`src/rtl/min_max_tracker.sv`:
```
// ---------------------------------------------------------------------------
// min_max_tracker
//
// Tracks the signed minimum and maximum of a burst of operands, together with
// the index of the first occurrence of each and the element count. A burst is
// terminated by in_last; the result is then presented on a valid/ready output
// handshake and held until consumed. No new element is accepted while a
// result is pending.
//
// Parameters
//   N   operand width in bits (two's-complement signed)
//   CW  width of the count and index fields (both saturate at 2^CW-1)
//
// Ports
//   clk          system clock, rising edge
//   rst_n        asynchronous active-low reset
//   in_valid     in_data/in_last valid
//   in_ready     block accepts an element this cycle (0 while a result is pending)
//   in_data      signed operand
//   in_last      final element of the current burst
//   out_valid    result available
//   out_ready    consumer takes the result
//   out_min      signed minimum of the burst
//   out_max      signed maximum of the burst
//   out_min_idx  index of the first occurrence of the minimum
//   out_max_idx  index of the first occurrence of the maximum
//   out_count    number of elements in the burst (saturating)
// ---------------------------------------------------------------------------
module min_max_tracker #(
    parameter int N  = 8,
    parameter int CW = 8
) (
    input  logic                 clk,
    input  logic                 rst_n,
    input  logic                 in_valid,
    output logic                 in_ready,
    input  logic signed [N-1:0]  in_data,
    input  logic                 in_last,
    output logic                 out_valid,
    input  logic                 out_ready,
    output logic signed [N-1:0]  out_min,
    output logic signed [N-1:0]  out_max,
    output logic [CW-1:0]        out_min_idx,
    output logic [CW-1:0]        out_max_idx,
    output logic [CW-1:0]        out_count
);

    typedef enum logic [1:0] {
        IDLE,   // no element of the current burst held yet
        ACCUM,  // at least one element held, burst still open
        DONE    // result presented, waiting for out_ready
    } state_t;

    localparam logic [CW-1:0] COUNT_MAX = '1;

    state_t               state;
    logic signed [N-1:0]  min_r;
    logic signed [N-1:0]  max_r;
    logic [CW-1:0]        min_idx_r;
    logic [CW-1:0]        max_idx_r;
    logic [CW-1:0]        count_r;

    logic                 accept;
    logic [CW-1:0]        elem_idx;
    logic [CW-1:0]        count_next;

    // in_ready is decoded from state only, so it never combinationally
    // depends on in_valid.
    assign in_ready = (state != DONE);
    assign out_valid = (state == DONE);
    assign accept = in_valid && in_ready;

    // The element index is the count before the increment. Because count_r
    // itself saturates, the index saturates with it for free.
    assign elem_idx = count_r;
    assign count_next = (count_r == COUNT_MAX) ? count_r : count_r + 1'b1;

    // NOTE: every register here, including the result fields, is reset so the
    // outputs are deterministic after reset; non-blocking (<=) assignments
    // keep all updates in this block reading the pre-edge values.
    always_ff @(posedge clk or negedge rst_n) begin
        if (!rst_n) begin
            state     <= IDLE;
            min_r     <= '0;
            max_r     <= '0;
            min_idx_r <= '0;
            max_idx_r <= '0;
            count_r   <= '0;
        end else begin
            case (state)
                IDLE: begin
                    if (accept) begin
                        min_r     <= in_data;
                        max_r     <= in_data;
                        min_idx_r <= '0;
                        max_idx_r <= '0;
                        count_r   <= CW'(1);
                        state     <= in_last ? DONE : ACCUM;
                    end
                end
                ACCUM: begin
                    if (accept) begin
                        // Strict compares: a tie keeps the earlier index.
                        if (in_data < min_r) begin
                            min_r     <= in_data;
                            min_idx_r <= elem_idx;
                        end
                        if (max_r < in_data) begin
                            max_r     <= in_data;
                            max_idx_r <= elem_idx;
                        end
                        count_r <= count_next;
                        if (in_last) begin
                            state <= DONE;
                        end
                    end
                end
                DONE: begin
                    // The result fields stay untouched here, so they are
                    // stable until the consumer takes them.
                    if (out_ready) begin
                        state <= IDLE;
                    end
                end
                default: state <= IDLE;
            endcase
        end
    end

    assign out_min     = min_r;
    assign out_max     = max_r;
    assign out_min_idx = min_idx_r;
    assign out_max_idx = max_idx_r;
    assign out_count   = count_r;

endmodule

```
`config.mk`:
```
export PLATFORM = sky130hd
export DESIGN_NAME = min_max_tracker
export DESIGN_NICKNAME = d
export VERILOG_FILES = /design/src/rtl/min_max_tracker.sv
export SDC_FILE = /design/constraint.sdc
export NUM_CORES = 1
export LEC_CHECK = 0
export ABC_AREA = 1
export CAP_MARGIN = 20
export CORE_ASPECT_RATIO = 0.7
export CORE_UTILIZATION = 50
export DETAILED_ROUTE_END_ITERATION = 7
export GPL_TIMING_DRIVEN = 0
export HOLD_SLACK_MARGIN = 0.06
export PLACE_DENSITY = 0.8
export SLEW_MARGIN = 20
export SYNTH_ARGS = -nofsm -noshare
export SYNTH_HDL_FRONTEND = slang
export SYNTH_SLANG_ARGS = --single-unit
```
`constraint.sdc`:
```
create_clock -name clk -period 2.6 [get_ports clk]
set_clock_uncertainty 0.2 [all_clocks]
set_input_delay 0.26 -clock clk [delete_from_list [all_inputs] [get_ports clk]]
set_output_delay 0.26 -clock clk [all_outputs]
set_load 0.005 [all_outputs]
```
---- After elaboration in Yosys (flattened, before gate mapping) ----
Index checks and enable logic that the tools add are counted.
operators by class
  add/subtract/negate cells ............... 1
  order comparisons ....................... 2
  equality and inequality tests ........... 11
  muxes and demuxes ....................... 24
  reductions and logical operators ........ 7
operators with widths
  operator                                                number
  2-to-1 mux 8 bit                                        13
  one-hot mux 8 bit (2 select lines)                      5
  < comparator 8 bit                                      2
  AND reduction 4 bit                                     4
  inequality test 2 bit (second input constant)           7
  2-to-1 mux 2 bit                                        5
  adder 8 x 1 -> 8 bit (second input constant)            1
  == test 8 bit (second input constant)                   1
  one-hot mux 2 bit (3 select lines)                      1
  == test 2 x 1 -> 1 bit (second input constant)          1
  == test 2 bit (second input constant)                   1
  zero test 2 bit                                         1
  inequality test 2 x 1 -> 1 bit (second input constant)  1
  nonzero test 2 bit                                      1
  logical AND 1 bit                                       1
word-level totals
  register bits ........................... 42
  input bits .............................. 13
  output and inout bits ................... 42
  word-level logic and storage cells ...... 51

---- Depth between registers and ports, before layout ----
Gate-level depths: netlist of run 1.
  depth in word-level cells ............... 4
  mapped depth ............................ 14
  gate-level depth less buffers ........... 13

---- Worst setup path before layout of run 1 ----
Ideal clock, no wire load.
  path kind ............................... register to register
  start ................................... register min_r[7] (netlist: out_min[7])
  end ..................................... register min_r[0] (netlist: out_min[0])
  library setup time ...................... 0.117 ns
  arrival ................................. 1.557 ns
  data required time ...................... 2.283 ns
  setup slack ............................. 0.726 ns
  stages on the path, launching flop included .. 13
  buffers on the path ..................... 1
  period minus slack after synthesis ...... 1.874 ns
  path through ............................ dfrtp_1 > inv_1 > ha_1 > nand2_1 > inv_1 > nor2_1 > o21a_1 > nand2_1 > nand2_2 > nand3_4 > buf_4 > nand3_1 > nand2_1
between the ends
  word-level cells in the longest chain between the ends .. 3
ends and longest elaborated chain
  item                             RTL line  source
  start: declaration               57        logic signed [N-1:0] min_r;
  start signal: assignment         93        min_r <= in_data;
  start signal: assignment         105       min_r <= in_data;
  < comparator 8 bit               104       if (in_data < min_r) begin
  inequality test 2 bit (no line)  n/a
  AND reduction 4 bit (no line)    n/a
No other way between the ends.
A chain may end at the register's enable or synchronous reset.

---- Final worst setup path of run 1 ----
  start ................................... input port in_data[7]
  end ..................................... register max_idx_r[0] (netlist: out_max_idx[0])
between the ends
  word-level cells in the longest chain between the ends .. 3
ends and longest elaborated chain
  item                             RTL line  source
  start: declaration               37        input logic signed [N-1:0] in_data,
  < comparator 8 bit               108       if (max_r < in_data) begin
  inequality test 2 bit (no line)  n/a
  AND reduction 4 bit (no line)    n/a
  end signal: assignment           110       max_idx_r <= elem_idx;
  end: declaration                 60        logic [CW-1:0] max_idx_r;
No other way between the ends.

==> results of run 1 <==
-- metrics by stage --
| step | instances | setup WS (ns) |
|---|---|---|
| 5_1_grt | 408 | 0.153 |
| 2_1_floorplan | 290 | 0.726 |
| 6_report | 408 | 0.336 |
| 4_1_cts | 408 | 0.341 |
| 3_5_place_dp | 400 | 0.0420 |
| 3_3_place_gp | 399 | -0.0264 |
-- cell usage after synthesis --
cell       n  share of area (%)
nand2_1   94                 15
xor2_1     1               0.38
nand2_2    2               0.54
inv_2      3               0.49
o31ai_1    1               0.32
dfrtp_1   42                 45
nand3_2    1               0.43
nor3_1     3               0.65
buf_4      2               0.65
nand3_1   39                8.4
inv_1     35                5.7
nor2_4     1               0.49
nand2_4    5                2.4
o22ai_1    2               0.54
a21oi_1   11                2.4
nand3_4    2                1.5
clkbuf_1   3               0.49
buf_6      2               0.97
o21a_1     2               0.65
nor2_1    18                2.9
nand4_1    1               0.27
o21ai_0    4               0.86
ha_1      15                8.1
inv_4      1               0.27
-- final timing paths --
| kind | from | end | slack (ns) | cells past startpoint |
|---|---|---|---|---|
| max | in_data[7] | out_max_idx[0] | 0.34 | 13 |
| min | rst_n | out_max[3] | 0.24 | 2 |
| max reg2reg | out_max[7] | out_max_idx[0] | 0.53 | 11 |
| min reg2reg | out_max_idx[5] | out_max_idx[5] | 0.28 | 2 |
| max in group asynchronous | rst_n | out_min_idx[7] | 1.48 | 3 |
| min in group clk | out_max_idx[5] | out_max_idx[5] | 0.28 | 2 |
-- kinds of logic after synthesis --
kind of cell	count (synthesis)	share of synthesized area (%)
AO/OA/AOI/OAI	20	4.75
AND/OR/NAND/NOR	166	32.9
buffers and inverters	46	8.53
flip-flops	42	45.4
XOR/XNOR	1	0.378
adder cells (fa/ha/maj)	15	8.10
-- sequential cells by signal, indices dropped and copies added, names as in the netlist --
register	count
out_min_idx	8
out_max	8
out_min	8
out_count	8
state	2
out_max_idx	8
-- routing by layer --
layer  up-vias  part of all wire (%)  track usage (%)
met5         -                     0                0
met4         0                  0.85             5.91
met3         6                   6.7             4.63
met2        60                    43             37.2
met1       985                    50             33.8
li1       1049                     -                -
-- power by group --
| group | switching (mW) | leakage [nW] | internal [mW] |
|---|---|---|---|
| clock network | 0.215 | 0.0383 | 0.185 |
| registers | 0.154 | 0.554 | 0.824 |
| logic | 0.662 | 0.971 | 0.620 |
| total | 1.03 | 1.56 | 1.63 |
-- cell usage in the layout, fill, tap and decap left out, drive strengths merged --
cell type | Yosys | final
a21oi | 11 | 11
buf | 4 | 6
clkbuf | 3 | 10
clkdlybuf4s50 | 0 | 53
dfrtp | 42 | 42
dlygate4sd3 | 0 | 1
ha | 15 | 15
inv | 39 | 39
nand2 | 101 | 101
nand3 | 42 | 42
nand4 | 1 | 1
nor2 | 19 | 19
nor3 | 3 | 3
o21a | 2 | 2
o21ai | 4 | 4
o22ai | 2 | 2
o31ai | 1 | 1
xor2 | 1 | 1
-- critical path, stage by stage --
cell	delay [ns]
clkdlybuf4s50_1	0.55
inv_1	0.06
ha_1	0.35
nand2_1	0.09
inv_1	0.05
nor2_1	0.08
o21a_1	0.14
nand3_1	0.13
nand3_4	0.17
nand2_4	0.11
buf_6	0.15
nand2_1	0.05
nand2_1	0.05
-- area by class of cell --
| type | instances | area, µm² |
|---|---|---|
| flip-flops and latches | 42 | 1050 |
| clock buffers | 7 | 76.3 |
| inverters | 39 | 149 |
| multi-input cells | 202 | 1070 |
| fillers | 359 | 1380 |
| repair buffers | 56 | 566 |
| well taps | 55 | 68.8 |
| plain buffers | 7 | 48.8 |
==> results.md, run 1 <==
- Startpoint types: input pin
- Routed wire length: 5430 µm
- Initial antenna violation count: 0
- PortBufs: 54
- Leakage: 1.56 nW
- Fin area: 3030 µm²
- Mapped Area: 2320 µm²
- FMAX: 0.442 GHz
- Rows: 20
- First-pass GRT wire length: 9030 µm
- Avg Cell Area, Syn: 7.99 µm²
- CP required: 2.58 ns
- N_diodes: 0
- Core ar.: 4400 µm²
- Share of cells above drive strength 1: 7.37%
- Yosys warns: 0
- Crit share post-route: 87.1%
- Total power draw: 2.66 mW
- Die height: 59.0 µm
- Slew Limit Headroom: 67.9%
- Largest net degree at the start of global routing: 25
- Maximum clock path buffer count: 2
- TritonRoute pass-1 iters: 4
- Final number of setup-violating endpoints: 0
- Post-Syn Nets: 318
- Num CTS Buffers: 5
- Final Max Slew Viols: 0
- CTS tree: built
- Clk sinks: 42
- Avg WL per Cell: 13.3 µm
- ANT nets after route: 0
- Hold crit path type: in -> async
- Gate Count Post-Synth: 290
- Status: finished clean
- Die W: 83.4 µm
- Final core occ: 68.8%
- # hold bufs at CTS: 1
- Later-pin clock latency in the skew report: 0.29 ns
- Synth cell types: 24
- Via-to-Cell Ratio: 5.15
- Pwr Density: 879 nW/µm²
- Die area: 4910 µm²
- Root buffer cell: clkbuf_8
- Total negative slack: 0 ns
- Post-CTS Setup Inserts: 0
- P&R area growth vs syn: 30.7%
- Worst-Margin Slew: 0.481 ns
- Worst IR Drop VDD: 468 µV
- Htree depth: 2
- DR DRC count: 0
- Fin. Hold Viols: 0
- Final worst path period need: 2.26 ns
- GRT Util Overall: 23.6%
- Routability cong.: 0.829
- WHS: 0.237 ns
- Unrepaired setup endpoints after global routing: no
- Yosys reg bits: 42
- Critical path type: in -> reg
- Clock transition at path regs: 0.08 ns
- Post-DP HPWL: 4130 µm
- Nets: 381
- I/O pin cnt: 55
- Vias in the first global route: 1951
- Crit path DAT: 2.24 ns
- CP Max Fanout: 10
- Initial core utilization: 52.6%
- Iter 0 DRT Violations: 130
- Post_cts resized: 0
- Vias: 2100
- Post-DP Area: 2940 µm²
- Post-synthesis sequential area ratio: 45.4%
- Element type at the critical path end: register
- Overflow after GRT: 0
- Max Cap Viol: 0
Note: power is estimated with default switching activity, not from simulation.
==> inputs of run 2 (changes only) <==
--- a/config.mk
+++ b/config.mk
@@ -13,7 +13,6 @@
 export GPL_TIMING_DRIVEN = 0
 export HOLD_SLACK_MARGIN = 0.06
 export PLACE_DENSITY = 0.8
-export SLEW_MARGIN = 20
 export SYNTH_ARGS = -nofsm -noshare
 export SYNTH_HDL_FRONTEND = slang
 export SYNTH_SLANG_ARGS = --single-unit
==> results of run 2 <==
Final layout, timing and power as in run 1 (identical DEF).
==> inputs of run 3 (changes only) <==
--- a/config.mk
+++ b/config.mk
@@ -8,11 +8,13 @@
 export ABC_AREA = 1
 export CAP_MARGIN = 20
 export CORE_ASPECT_RATIO = 0.7
-export CORE_UTILIZATION = 50
+export CORE_UTILIZATION = 42
+export CTS_CLUSTER_DIAMETER = 60
+export CTS_CLUSTER_SIZE = 20
 export DETAILED_ROUTE_END_ITERATION = 7
 export GPL_TIMING_DRIVEN = 0
 export HOLD_SLACK_MARGIN = 0.06
-export PLACE_DENSITY = 0.8
+export PLACE_DENSITY = 0.69
 export SYNTH_ARGS = -nofsm -noshare
 export SYNTH_HDL_FRONTEND = slang
 export SYNTH_SLANG_ARGS = --single-unit
==> run 3 against run 2 <==
Compared with the run above:
- combinational power barely moved
- sequential power increased by 0.4%
- cell count increased by 4.2%
- critical endpoint is now out_max_idx[4]
- largest power group unchanged
==> results.md, run 3 (synthesis results as in run 1) <==
- Die area: 5820 µm² (+18%)
- Placed Cells: 417 (+4.3%)
- Final number of setup-violating endpoints: 0 (unchanged)
- Fin cells: 425 (+4.2%)
- Die W: 90.8 µm (+8.9%)
- Nets: 381 (unchanged)
- M3 GR Usage: 4.17% (-0.46 points)
- Max Cap Viol: 0 (unchanged)
- Vias: 2066 (-1.6%)
- Num CTS Buffers: 5 (unchanged)
- CP Max Fanout: 10 (unchanged)
- Avg WL per Cell: 12.9 µm (-3.3%)
- ANT nets after route: 0 (unchanged)
- Most common cell after layout, fill and taps aside: nand2_1
- TritonRoute pass-1 iters: 4 (unchanged)
- Total negative slack: 0 ns (unchanged)
- FMAX: 0.446 GHz (+1.0%)
- Place WS: 0.0425 ns (+0.000586 ns)
- Worst IR Drop VDD: 592 µV (+26%)
- Post-CTS Setup Inserts: 0 (unchanged)
- Htree depth: 2 (unchanged)
- Hold crit path type: in -> async
- Critical path type: in -> reg
- Crit path DAT: 2.28 ns (+0.04 ns)
- GRT Util Overall: 20.6% (-3.0 points)
- PortBufs: 54 (unchanged)
- Routed wire length: 5470 µm (+0.77%)
- Unrepaired setup endpoints after global routing: no
- Final worst path period need: 2.24 ns (-0.0235 ns)
- Status: finished clean
- CP required: 2.64 ns (+0.06 ns)
- Worst-Margin Slew: 0.502 ns (+0.0206 ns)
- Final Max Slew Viols: 0 (unchanged)
- Fin. Hold Viols: 0 (unchanged)
- Clk sinks: 42 (unchanged)
- P&R area growth vs syn: 33.2%
- Maximum clock path buffer count: 2 (unchanged)
- First-pass GRT wire length: 9320 µm (+3.3%)
- Startpoint types: input pin
- Root buffer cell: clkbuf_8
- Busiest layer in global routing: met2
- Share of cells above drive strength 1: 7.93% (+0.57 points)
- Clock transition at path regs: 0.08 ns (about the same)
- Final worst slack: 0.360 ns (+0.0235 ns)
- Pwr Density: 910 nW/µm² (+3.5%)
- Slew Limit Headroom: 66.5% (-1.4 points)
- Leakage: 1.58 nW (+1.2%)
- Element type at the critical path end: register
- Post-DP HPWL: 4030 µm (-2.4%)
- Later-pin clock latency in the skew report: 0.30 ns (about the same)
- CTS tree: built
- Iter 0 DRT Violations: 133 (+2.3%)
- Filler cells: 506 (+41%)
- Initial core utilization: 43.8% (-8.8 points)
- M1 GR Usage: 30.4% (-3.4 points)
- Crit share post-route: 86.2% (-0.90 points)
- Via-to-Cell Ratio: 4.86 (-5.6%)
- N_diodes: 0 (unchanged)
- Most frequent cells in the layout: nand2_1 (94), clkdlybuf4s50_1 (53), dfrtp_1 (42)
- DR DRC count: 0 (unchanged)
- Post_cts resized: 0 (unchanged)
- Vias in the first global route: 1958 (+0.36%)
- Routability cong.: 0.831 (+0.25%)
- I/O pin cnt: 55 (unchanged)
- Rows: 22 (+10%)
- Core ar.: 5290 µm² (+20%)
- Die height: 64.1 µm (+8.8%)
- Largest net degree at the start of global routing: 30 (+20%)
- Overflow after GRT: 0 (unchanged)
- Initial antenna violation count: 0 (unchanged)
- Met2 GRT Util: 30.8% (-6.5 points)
==> run 3: what timing repair did <==
action / in CTS / in global routing
endpoints found under the hold margin: 42 / 0
setup endpoints to repair: 0 / 0
hold buffers: 1 / 0
==> run 3: where the power goes <==
group	leakage, nW	internal (mW)	switching [mW]
clock	0.0573	0.307	0.222
sequential	0.554	0.824	0.158
combinational	0.971	0.620	0.675
total	1.58	1.75	1.06
==> run 3: routing by layer <==
layer	vias to the layer above	part of all wire, %
li1	1041	-
met1	957	52
met2	61	42
met3	7	5.1
met4	0	0.88
met5	-	0
==> run 3: final timing paths <==
path                                 from        endpoint  slack, ns  depth (start not counted)
min                                 rst_n      out_min[7]       0.20                          2
max                            in_data[7]  out_max_idx[4]       0.36                         14
max reg2reg                    out_min[7]  out_min_idx[4]       0.51                         12
min in group clk           out_max_idx[2]  out_max_idx[2]       0.28                          2
max in group asynchronous           rst_n  out_min_idx[7]       1.54                          3
min reg2reg                out_max_idx[2]  out_max_idx[2]       0.28                          2
==> run 3: cell type report <==
| class | count | area (µm²) | share of cell area, % |
|---|---|---|---|
| repair buffers | 56 | 566 | 18.3 |
| clock inverters | 1 | 30.0 | 0.973 |
| inverters | 39 | 149 | 4.83 |
| plain buffers | 7 | 48.8 | 1.58 |
| multi-input cells | 202 | 1070 | 34.6 |
| well taps | 72 | 90.1 | 2.92 |
| flip-flops and latches | 42 | 1050 | 34.1 |
| clock buffers | 6 | 82.6 | 2.68 |
==> run 3: per-stage QoR <==
stage | cell area, µm² | hold WS [ns] | util [%] | power, mW
after global placement | 2950 | 0.257 | 55.8 | 2.26
final | 3090 | 0.196 | 58.4 | 2.81
after detailed placement | 2960 | -0.0127 | 56.1 | 2.29
after floorplan | 2320 | -0.236 | - | 1.70
after global routing | 3090 | 0.241 | 58.4 | 3.04
after CTS | 3090 | 0.196 | 58.4 | 2.83
==> run 3: critical path, cell delays in order <==
cell and delay (ns):
clkdlybuf4s50_1 0.55, inv_1 0.06, ha_1 0.34, nand2_1 0.08
inv_1 0.03, nor2_1 0.08, o21a_1 0.14, nand2_1 0.06
nand2_1 0.09, nand3_4 0.14, nand2_4 0.14, buf_6 0.17
nand2_1 0.07, nand2_1 0.06
